`src/rtl/seg7_scan_decoder.sv`:
```
// ---------------------------------------------------------------------------
// seg7_scan_decoder
//   Loop-back checker for a multiplexed, active-low 7-segment scan bus.
//   It waits for each digit dwell to become stable, decodes the glyph into
//   its slot, and publishes a 0..9999 reading once all four slots are
//   filled. It also flags error-glyph frames, unrecognised patterns and
//   loss of scan activity.
//
//   Optional feature macro: SEG7_SCAN_CONFIRM_EN
//     When defined, a completed frame publishes only if it matches the
//     previous completed frame. The first frame after reset or scan loss
//     only primes the comparison register.
//
// Ports
//   i_clk          system clock
//   i_reset_n      asynchronous active-low reset
//   i_seg[6:0]     cathodes {g,f,e,d,c,b,a}, active-low (0 = lit)
//   i_an[3:0]      anodes, active-low; [0] = ones, [3] = thousands
//   o_value[13:0]  last published reading
//   o_value_valid  one-cycle pulse per published frame
//   o_err_shown    last published frame held the E glyph
//   o_bad_glyph    last published frame held an unrecognised pattern
//   o_scan_lost    no capture for TIMEOUT_CYCLES cycles
// ---------------------------------------------------------------------------
module seg7_scan_decoder #(
    parameter int unsigned STABLE_CYCLES  = 16,
    parameter int unsigned TIMEOUT_CYCLES = 1_000_000
) (
    input  logic        i_clk,
    input  logic        i_reset_n,
    input  logic [6:0]  i_seg,
    input  logic [3:0]  i_an,
    output logic [13:0] o_value,
    output logic        o_value_valid,
    output logic        o_err_shown,
    output logic        o_bad_glyph,
    output logic        o_scan_lost
);

    // Counter widths: the stability counter tops out at STABLE_CYCLES-1,
    // the timeout counter saturates at TIMEOUT_CYCLES-1.
    localparam int unsigned STAB_W = $clog2(STABLE_CYCLES);
    localparam int unsigned TO_W   = $clog2(TIMEOUT_CYCLES);

    localparam logic [STAB_W-1:0] STAB_PRE  = STAB_W'(STABLE_CYCLES - 2);
    localparam logic [STAB_W-1:0] STAB_LAST = STAB_W'(STABLE_CYCLES - 1);
    localparam logic [TO_W-1:0]   TO_PRE    = TO_W'(TIMEOUT_CYCLES - 2);
    localparam logic [TO_W-1:0]   TO_MAX    = TO_W'(TIMEOUT_CYCLES - 1);

    // Slot type codes
    localparam logic [1:0] TYP_DIG = 2'd0;
    localparam logic [1:0] TYP_ERR = 2'd1;
    localparam logic [1:0] TYP_BAD = 2'd2;

    typedef enum logic [1:0] {
        S_IDLE     = 2'd0,
        S_SETTLE   = 2'd1,
        S_CAPTURED = 2'd2
    } state_t;

    state_t                 r_state;
    state_t                 w_state_nxt;
    logic [STAB_W-1:0]      r_stab_cnt;
    logic [STAB_W-1:0]      w_stab_nxt;
    logic                   w_capture;

    logic [3:0]             r_an_q;
    logic [6:0]             r_seg_q;
    logic                   w_same;

    logic [6:0]             w_lit;
    logic [3:0]             w_glyph_dig;
    logic [1:0]             w_glyph_typ;

    logic                   w_an_onehot;
    logic [1:0]             w_slot_idx;
    logic [3:0]             w_slot_bit;
    logic [3:0]             w_mask_cap;
    logic                   w_frame_done;

    logic [3:0][3:0]        r_dig;
    logic [3:0][1:0]        r_typ;
    logic [3:0]             r_mask;
    logic                   r_pub_pend;

    logic [TO_W-1:0]        r_to_cnt;
    logic                   w_to_hit;

    logic                   w_any_err;
    logic                   w_any_bad;
    logic [13:0]            w_value_dec;
    logic                   w_publish;

    logic [13:0]            r_value;
    logic                   r_value_valid;
    logic                   r_err_shown;
    logic                   r_bad_glyph;
    logic                   r_scan_lost;

    // Bus held identical to the previous cycle
    assign w_same = ({i_an, i_seg} == {r_an_q, r_seg_q});

    // Glyph decode on lit segments; anything outside the table is bad
    assign w_lit = ~i_seg;

    always_comb begin
        w_glyph_dig = 4'd0;
        w_glyph_typ = TYP_DIG;
        case (w_lit)
            7'h3F:   w_glyph_dig = 4'd0;
            7'h06:   w_glyph_dig = 4'd1;
            7'h5B:   w_glyph_dig = 4'd2;
            7'h4F:   w_glyph_dig = 4'd3;
            7'h66:   w_glyph_dig = 4'd4;
            7'h6D:   w_glyph_dig = 4'd5;
            7'h7D:   w_glyph_dig = 4'd6;
            7'h07:   w_glyph_dig = 4'd7;
            7'h7F:   w_glyph_dig = 4'd8;
            7'h6F:   w_glyph_dig = 4'd9;
            7'h00:   w_glyph_dig = 4'd0;   // leading blank reads as zero
            7'h79:   w_glyph_typ = TYP_ERR;
            default: w_glyph_typ = TYP_BAD;
        endcase
    end

    // Anode one-hot-low check and slot index
    always_comb begin
        w_an_onehot = 1'b1;
        w_slot_idx  = 2'd0;
        case (i_an)
            4'b1110: w_slot_idx = 2'd0;
            4'b1101: w_slot_idx = 2'd1;
            4'b1011: w_slot_idx = 2'd2;
            4'b0111: w_slot_idx = 2'd3;
            default: w_an_onehot = 1'b0;
        endcase
    end

    // Dwell FSM state register
    always_ff @(posedge i_clk or negedge i_reset_n) begin
        if (!i_reset_n) begin
            r_state    <= S_IDLE;
            r_stab_cnt <= '0;
        end else begin
            r_state    <= w_state_nxt;
            r_stab_cnt <= w_stab_nxt;
        end
    end

    // Dwell FSM next state; capture fires when the counter would reach
    // STABLE_CYCLES-1, i.e. after STABLE_CYCLES identical cycles.
    always_comb begin
        w_state_nxt = r_state;
        w_stab_nxt  = r_stab_cnt;
        w_capture   = 1'b0;
        case (r_state)
            S_IDLE: begin
                w_stab_nxt = '0;
                if (w_an_onehot) begin
                    w_state_nxt = S_SETTLE;
                end
            end
            S_SETTLE: begin
                if (!w_an_onehot) begin
                    w_state_nxt = S_IDLE;
                    w_stab_nxt  = '0;
                end else if (!w_same) begin
                    w_stab_nxt  = '0;
                end else if (r_stab_cnt == STAB_PRE) begin
                    w_capture   = 1'b1;
                    w_state_nxt = S_CAPTURED;
                    w_stab_nxt  = STAB_LAST;
                end else begin
                    w_stab_nxt  = r_stab_cnt + STAB_W'(1);
                end
            end
            S_CAPTURED: begin
                if (!w_an_onehot) begin
                    w_state_nxt = S_IDLE;
                    w_stab_nxt  = '0;
                end else if (!w_same) begin
                    w_state_nxt = S_SETTLE;
                    w_stab_nxt  = '0;
                end
            end
            default: begin
                w_state_nxt = S_IDLE;
                w_stab_nxt  = '0;
            end
        endcase
    end

    // Mask bookkeeping and timeout hit (a capture on the same cycle wins)
    assign w_slot_bit   = 4'b0001 << w_slot_idx;
    assign w_mask_cap   = r_mask | w_slot_bit;
    assign w_frame_done = w_capture && (w_mask_cap == 4'hF);
    assign w_to_hit     = !w_capture && (r_to_cnt == TO_PRE);

    // Frame content summary
    always_comb begin
        w_any_err = 1'b0;
        w_any_bad = 1'b0;
        for (int i = 0; i < 4; i++) begin
            if (r_typ[i] == TYP_ERR) w_any_err = 1'b1;
            if (r_typ[i] == TYP_BAD) w_any_bad = 1'b1;
        end
    end

    assign w_value_dec = 14'(r_dig[3]) * 14'd1000 + 14'(r_dig[2]) * 14'd100
                       + 14'(r_dig[1]) * 14'd10   + 14'(r_dig[0]);

`ifdef SEG7_SCAN_CONFIRM_EN
    logic [3:0][3:0] r_cmp_dig;
    logic [3:0][1:0] r_cmp_typ;
    logic            r_cmp_valid;
    logic            w_match;

    assign w_match   = r_cmp_valid && (r_dig == r_cmp_dig) && (r_typ == r_cmp_typ);
    assign w_publish = r_pub_pend && w_match;

    // Comparison frame: primed by the first frame, replaced on mismatch,
    // forgotten on scan loss.
    always_ff @(posedge i_clk or negedge i_reset_n) begin
        if (!i_reset_n) begin
            r_cmp_dig   <= '0;
            r_cmp_typ   <= '0;
            r_cmp_valid <= 1'b0;
        end else if (w_to_hit) begin
            r_cmp_valid <= 1'b0;
        end else if (r_pub_pend && !w_match) begin
            r_cmp_dig   <= r_dig;
            r_cmp_typ   <= r_typ;
            r_cmp_valid <= 1'b1;
        end
    end
`else
    assign w_publish = r_pub_pend;
`endif

    // Slots, mask, timeout counter and published outputs
    always_ff @(posedge i_clk or negedge i_reset_n) begin
        if (!i_reset_n) begin
            r_an_q        <= 4'hF;
            r_seg_q       <= 7'h7F;
            r_dig         <= '0;
            r_typ         <= '0;
            r_mask        <= '0;
            r_pub_pend    <= 1'b0;
            r_to_cnt      <= '0;
            r_value       <= '0;
            r_value_valid <= 1'b0;
            r_err_shown   <= 1'b0;
            r_bad_glyph   <= 1'b0;
            r_scan_lost   <= 1'b0;
        end else begin
            r_an_q     <= i_an;
            r_seg_q    <= i_seg;
            r_pub_pend <= w_frame_done;

            if (w_capture) begin
                r_dig[w_slot_idx] <= w_glyph_dig;
                r_typ[w_slot_idx] <= w_glyph_typ;
                r_mask            <= w_frame_done ? 4'h0 : w_mask_cap;
            end else if (w_to_hit) begin
                r_mask <= 4'h0;
            end

            if (w_capture) begin
                r_to_cnt <= '0;
            end else if (r_to_cnt != TO_MAX) begin
                r_to_cnt <= r_to_cnt + TO_W'(1);
            end

            if (w_to_hit) begin
                r_scan_lost <= 1'b1;
            end

            r_value_valid <= 1'b0;
            if (w_publish) begin
                r_value_valid <= 1'b1;
                r_scan_lost   <= 1'b0;
                if (w_any_err) begin
                    r_err_shown <= 1'b1;
                    r_bad_glyph <= 1'b0;
                end else if (w_any_bad) begin
                    r_err_shown <= 1'b0;
                    r_bad_glyph <= 1'b1;
                end else begin
                    r_value     <= w_value_dec;
                    r_err_shown <= 1'b0;
                    r_bad_glyph <= 1'b0;
                end
            end
        end
    end

    assign o_value       = r_value;
    assign o_value_valid = r_value_valid;
    assign o_err_shown   = r_err_shown;
    assign o_bad_glyph   = r_bad_glyph;
    assign o_scan_lost   = r_scan_lost;

endmodule

```
`config.mk`:
```
export PLATFORM = sky130hd
export DESIGN_NAME = seg7_scan_decoder
export DESIGN_NICKNAME = d
export VERILOG_FILES = /design/src/rtl/seg7_scan_decoder.sv
export SDC_FILE = /design/constraint.sdc
export NUM_CORES = 1
export LEC_CHECK = 0
export ABC_CLOCK_PERIOD_IN_PS = 8300
export CAP_MARGIN = 20
export CORE_AREA = 4 4 100 173
export CTS_CLUSTER_DIAMETER = 30
export DETAILED_ROUTE_END_ITERATION = 7
export DIE_AREA = 0 0 104 177
export PLACE_DENSITY = 0.52
export SETUP_SLACK_MARGIN = 0.05
export SYNTH_ARGS = -nofsm -noshare
export SYNTH_HDL_FRONTEND = slang
export SYNTH_SLANG_ARGS = --single-unit
```
`constraint.sdc`:
```
create_clock -name i_clk -period 8.3 [get_ports i_clk]
set_input_delay 1.66 -clock i_clk [delete_from_list [all_inputs] [get_ports i_clk]]
set_output_delay 1.66 -clock i_clk [all_outputs]
set_load 0.03 [all_outputs]
```
==> summary.md, run 1 <==
| Metric | Value |
|---|---|
| Final std cells w/o fill | 766 |
| Vias per cell | 5.009 |
| FMAX | 210.5 MHz |
| CP Capture Type | register |
| Post-synthesis adder-cell area fraction | 18.48% |
| Most common cell on crit path | ha_1 |
| Post-DRT Antenna Nets | 0 |
| CTS tree | built |
| First drt pass iteration count | 4 |
| Number of synthesized flops with an enable pin | 0 |
| Critical path fanouts, max | 6 |
| Main combinational cell family by area after synthesis | adder cells |
| Row count | 61 |
| Synth Cell Area | 5498 sq um |
| Rel. slew slack | 41.99% |
| Via count | 3837 |
| Starting density of the core | 34.63% |
| Final Max Slew Viols | 0 |
| Met1 Use GR | 13.44% |
| Compound-Gate Fraction of Synth Area | 10.22% |
| Largest stage delay on the critical path | 640 ps |
| Initial antenna violation count | 0 |
| DR DRC count | 0 |
| Full die area | 18410 sq um |
| GR Layer Usage met3 | 2.556% |
| Layout Nets | 656 |
| First-pass GRT wire length | 19.72 mm |
| Busiest grt layer | met2 |
| Post-DP Area | 5939 sq um |
| Max Cap Violations | 0 |
| Layout cells sized above 1 | 9.532% |
| Cells after Synth | 547 |
| Vias in the first global route | 4064 |
| # fillers | 1579 |
| Input/output buffers | 30 |
| Mux cell area share after synthesis | 3.391% |
| Final setup fails | 0 |
| Crit Path Class | reg -> reg |
| Top FF cell, synth | dfrtp_1 |
| Reg2reg setup slack | 3550 ps |
| Syn Area/Cell | 10.05 sq um |
| Die Y | 177 um |
| Area leader, netlist | dfrtp_1 |
| Core ar. | 15880 sq um |
| Leakage Power | 3.048 nW |
| Detail Placement HPWL | 9.071 mm |
| Critical-path top delay cell | fa_1 |
| Clock skew | 11.32 ps |
| Final hold slack | 488.8 ps |
| Clock Pin Slew Worst Setup and Hold Paths | 70 ps |
| Final Hold Fails | 0 |
| Number of buffers and inverters on the critical path | 2 |
| XOR/XNOR share of the synthesized area | 7.738% |
| H-tree depth | 3 |
| Area grow syn2layout | 13.34% |
| Peak supply drop | 0.00009044 V |
| Util after Layout | 39.25% |
| Yosys reg bits | 84 |
| CTS Root Cell | clkbuf_16 |
| Gp weighted congestion | 0.7876 |
| Die W | 104 um |
| Status | completed |
| Reg area | 2116 sq um |
| Kind of cell adding the most delay to the critical path | adder cells |
| Total GRT Usage | 13.42% |
| Synth unique cells | 67 |
| I/O pin cnt | 31 |
| Detailed Route WL | 11.58 mm |
| Ys Warns | 0 |
| Post-CTS sizing | 0 |
| Post-route cell area | 6231 sq um |
| Setup TNS | 0 ps |
| First-iteration detailed-routing DRC count | 153 |
| Clk buf depth | 2 |
| Area of the multi-input gates | 3083 sq um |
| Async set-or-reset flop fraction in the synthesized netlist | 100.0% |
| CP startpoint kind | register |
| WP data required | 8570 ps |
| Power per standard cell area | 137.2 nW/um^2 |
| Tcrit/Tclk final | 57.25% |
| HP Class | reg -> reg |
| Hold bufs inserted after CTS | 0 |
| Post-synth top area share | 33.23% |
| Clock Sinks | 84 |
| Grt ovf | 0 |
| Worst path cell trace | fa_1 > inv_1 > fa_1 > inv_1 > ha_1 > nor2b_1 > o21ai_0 > nand2_1 > xnor2_1 > ha_1 > ha_1 > ha_1 > nand4_1 > a211oi_1 > a211oi_1 > o21ai_0 > xnor3_1 > a21oi_1 |
| Largest net degree at the start of global routing | 69 |
| Inserted Diodes | 0 |
| Commonest non-fill, non-tap cells in the layout | 73 x dfrtp_1, 54 x nand2_1, 54 x ha_1, 50 x inv_1, 45 x nor2_1 |
| Fin crit period | 4752 ps |
| Post-synthesis simple-gate area fraction | 16.25% |
| WL per Instance | 15.12 um |
| Crit path arrival time | 5020 ps |
| GRT met2 Usage | 27.20% |
| Share of the yosys chip area belonging to registers | 38.48% |
| CTS Buf Count | 9 |
| Placed cells | 750 |
| Worst-Margin Slew | 870.2 ps |
| RSZ-0062 raised after global routing | false |
| Postcts setup bufs | 0 |
| Top cells by area, synth | dfrtp_1 33%, ha_1 12%, fa_1 6.2% |
| Most common cell after layout, fill and taps aside | dfrtp_1 |
| Skew-Pair Late Insertion Delay | 350 ps |
| Syn Nets | 631 |
where the power goes:
part | leakage [nW] | internal, W | switching (W)
clock network | 0.138 | 0.000212 | 0.000189
logic | 1.80 | 0.0000136 | 0.0000246
registers | 1.11 | 0.000414 | 0.00000170
cell usage after synthesis, drive strengths merged (2+ instances only):
cell / number
a211oi: 2
a21boi: 3
a21o: 4
a21oi: 20
a22o: 3
a31oi: 4
and3: 8
and3b: 2
and4: 2
buf: 16
clkbuf: 2
dfrtp: 73
dfstp: 11
fa: 17
ha: 54
inv: 50
mux2: 10
mux2i: 7
nand2: 55
nand2b: 4
nand3: 6
nand4: 16
nor2: 45
nor2b: 7
nor3: 9
nor3b: 7
nor4: 2
o211ai: 4
o21a: 2
o21ai: 28
o22a: 3
o22ai: 2
o2bb2ai: 2
o31ai: 3
or2: 2
or3b: 2
xnor2: 32
xor2: 14
cells by family after synthesis:
| kind of cell | after synthesis |
|---|---|
| XOR/XNOR | 47 |
| adder cells (fa/ha/maj) | 71 |
| flip-flops | 84 |
| AND/OR/NAND/NOR | 172 |
| multiplexers | 17 |
| AO/OA/AOI/OAI | 88 |
| buffers and inverters | 68 |
flip-flops by register name, indices dropped and copies added (netlist names), 2 cells and up:
register / cells
r_typ: 8
r_seg_q: 7
r_an_q: 4
r_stab_cnt: 4
r_mask: 4
o_value: 14
r_to_cnt: 20
r_dig: 16
r_state: 2
area by class of cell:
class	count	share of cell area, %
Timing Repair Buffer	32	5.080
Sequential cell	84	33.96
Inverter	50	3.012
Multi-Input combinational cell	395	49.48
Clock buffer	9	3.614
Tap cell	189	3.795
Clock inverter	7	1.064
worst paths after layout:
kind / from / to / cells past startpoint
setup reg to reg: r_dig[13] / o_value[13] / 18
max in group asynchronous: i_reset_n / r_state[0] / 2
hold / removal: r_typ[7] / r_typ[7] / 2
min in group asynchronous: i_reset_n / o_value[9] / 1
hold reg to reg: r_typ[7] / r_typ[7] / 2
setup / recovery: r_dig[13] / o_value[13] / 18
per-stage QoR:
| stage | power, W | setup slack, ps |
|---|---|---|
| floorplan | 0.0004449 | 3831 |
| global placement | 0.0004625 | 3605 |
| detailed placement | 0.0004632 | 3500 |
| CTS | 0.0008677 | 3523 |
| global route | 0.0008923 | 3199 |
| finish | 0.0008550 | 3548 |
per-layer routing:
metal / wire, um / up-vias / share of wire [%]
met2: 6763 / 44 / 58
met1: 4380 / 1867 / 38
li1: - / 1915 / -
met5: 0 / - / 0
met4: 235 / 0 / 2.0
met3: 199 / 11 / 1.7
worst reg2reg max path: cells and delay by family (launching register included):
kind	cells	cell delay [ps]
buf+inv	2	150
flops	1	460
simple gates	3	360
xor+xnor	2	360
compound gates	5	900
fa+ha+maj	6	2440
Power figures use the tool's default switching activity.
==> inputs of run 2 (changes only) <==
- ABC_CLOCK_PERIOD_IN_PS: 8300 -> 4000
- PLACE_DENSITY: 0.52 -> 0.54
- clock period: 8.3 -> 4 ns (I/O delays scaled with it)
==> summary.md, run 2 (synthesized netlist as in run 1, its figures left out) <==
| Metric | Value |
|---|---|
| Worst path cell trace | fa_1 > inv_2 > fa_1 > inv_2 > ha_4 > nor2b_1 > o21ai_1 > nand2_1 > xnor2_2 > ha_1 > ha_4 > ha_4 > nand4_1 > a211oi_2 > a211oi_2 > o21ai_1 > xnor3_1 > a21oi_1 |
| HP Class | reg -> reg |
| Input/output buffers | 30 (unchanged) |
| Power, Total | 0.001803 W (+110%) |
| Clock Sinks | 84 (unchanged) |
| Clock network fraction of design power | 47.7% (+0.8 points) |
| Gp weighted congestion | 0.7479 (-5.0%) |
| Biggest register | r_to_cnt |
| Vias per cell | 5.099 (+1.8%) |
| Vias in the first global route | 4247 (+4.5%) |
| Skew-Pair Late Insertion Delay | 330 ps (-20 ps) |
| CP startpoint kind | register |
| I/O pin cnt | 31 (unchanged) |
| CP Capture Type | register |
| DR DRC count | 0 (unchanged) |
| Core ar. | 15880 sq um (unchanged) |
| Most common cell after layout, fill and taps aside | dfrtp_1 |
| Detail Placement HPWL | 9.136 mm (+0.72%) |
| Area of the multi-input gates | 3262 sq um (+5.8%) |
| Total GRT Usage | 13.34% (-0.079 points) |
| WL per Instance | 14.85 um (-1.8%) |
| Most common cell on crit path | ha_4 |
| Util after Layout | 41.57% (+2.3 points) |
| Final setup fails | 3 (+3) |
| Power per standard cell area | 273.2 nW/um^2 (+99%) |
| Critical-path top delay cell | fa_1 |
| Leakage Power | 3.149 nW (+3.3%) |
| CTS Buf Count | 9 (unchanged) |
| Worst-Margin Slew | 887.7 ps (+17.48 ps) |
| CTS Root Cell | clkbuf_16 |
| Full die area | 18410 sq um (unchanged) |
| Status | finished with violations |
| Detailed Route WL | 11.72 mm (+1.2%) |
| Setup TNS | -246.9 ps (-246.9 ps) |
| Reg2reg setup slack | -130 ps (-3670 ps) |
| Area grow syn2layout | 20.05% |
| Final hold slack | 482.7 ps (-6.104 ps) |
| WP data required | 4260 ps (-4310 ps) |
| Die W | 104 um (unchanged) |
| First-iteration detailed-routing DRC count | 178 (+16%) |
| First-pass GRT wire length | 20.04 mm (+1.6%) |
| Net Switching | 0.0004187 W (+94%) |
| Failing checks | setup timing |
| FMAX | 242.4 MHz (+15%) |
| Clock skew | 10.11 ps (-1.206 ps) |
| Switching Fraction | 23.22% (-2.0 points) |
| Fin crit period | 4126 ps (-625.7 ps) |
| Peak supply drop | 0.0001903 V (+110%) |
| Largest stage delay on the critical path | 580 ps (-60 ps) |
| First drt pass iteration count | 4 (unchanged) |
| Tcrit/Tclk final | 103.1% (+46 points) |
| H-tree depth | 3 (unchanged) |
| Commonest non-fill, non-tap cells in the layout | 71 x dfrtp_1, 53 x nand2_1, 47 x inv_1, 45 x nor2_1, 42 x ha_1 |
| Final Max Slew Viols | 0 (unchanged) |
| CTS tree | built |
| Die Y | 177 um (unchanged) |
| Setup ws final | -126.0 ps (-3674 ps) |
| Max reg flops | 20 (unchanged) |
| # fillers | 1556 (-1.5%) |
| Largest net degree at the start of global routing | 70 (+1.4%) |
| Layout Nets | 679 (+3.5%) |
| Grt ovf | 0 (unchanged) |
| Layout cells sized above 1 | 17.17% (+7.6 points) |
| Inserted Diodes | 0 (unchanged) |
| Crit Path Class | reg -> reg |
| Post-DRT Antenna Nets | 0 (unchanged) |
| Row count | 61 (unchanged) |
| Comb power frac | 4.4% (about the same) |
| Starting density of the core | 34.63% (unchanged) |
| Rel. slew slack | 40.82% (-1.2 points) |
| Initial antenna violation count | 0 (unchanged) |
| Via count | 4023 (+4.8%) |
| Clk buf depth | 2 (unchanged) |
| Crit path arrival time | 4380 ps (-640 ps) |
| Part of the power in registers | 47.9% (-0.8 points) |
| Clock Pin Slew Worst Setup and Hold Paths | 70 ps (about the same) |
| Final Hold Fails | 0 (unchanged) |
| Critical path fanouts, max | 4 (-2) |
| RSZ-0062 raised after global routing | true |
| Max Cap Violations | 0 (unchanged) |
| Reg area | 2118 sq um (+0.12%) |
| Int Power | 0.001384 W (+120%) |
run 2: worst max-delay path, delay by kind of cell, from the launching register on:
kind | cells | cell delay [ps]
buf+inv | 2 | 100
compound gates | 5 | 750
fa+ha+maj | 6 | 2110
flops | 1 | 410
simple gates | 3 | 330
xor+xnor | 2 | 360
run 2: power groups by stage:
stage	Combinational (W)	Clock, W	Sequential, W
floorplan	0.0000439	0	0.000879
global placement	0.0000797	0	0.000879
detailed placement	0.0000817	0	0.000880
CTS	0.0000820	0.000888	0.000863
global route	0.0000898	0.000924	0.000864
finish	0.0000796	0.000860	0.000864
run 2: through the flow:
| step | worst slack [ps] | instances | cell area (sq um) |
|---|---|---|---|
| floorplan | -50.96 | 547 | 5552 |
| global placement | -87.38 | 769 | 6132 |
| detailed placement | -179.8 | 769 | 6132 |
| CTS | -129.6 | 788 | 6544 |
| global route | -391.7 | 789 | 6600 |
| finish | -126.0 | 789 | 6600 |
run 2: worst paths after layout:
path | startpoint | end | cells after the start
max | r_dig[15] | o_value[13] | 18
min | o_value[12] | o_value[12] | 2
max reg2reg | r_dig[15] | o_value[13] | 18
min reg2reg | o_value[12] | o_value[12] | 2
max in group asynchronous | i_reset_n | r_seg_q[3] | 2
min in group asynchronous | i_reset_n | r_dig[13] | 1
run 2: layer usage:
layer  GRT usage, %  routed length [um]
met4          4.104                 238
met2          28.18                7077
met1          13.02                4228
met5              0                   0
met3          1.752                 172
run 2: cell type report:
cell class / instances / area share [%]
clock buffer: 9 / 3.412
timing repair buffer: 55 / 7.412
multi-input combinational: 395 / 49.42
sequential: 84 / 32.09
tap: 189 / 3.583
clock inverter: 7 / 1.232
inverter: 50 / 2.844
run 2: repair_timing:
| item | 4_1_cts | 5_1_grt |
|---|---|---|
| setup buffers | 3 | 0 |
| pin swaps | 17 | 8 |
| hold buffers | 0 | 0 |
| gates resized for setup | 13 | 4 |
| setup endpoints to repair | 6 | 5 |
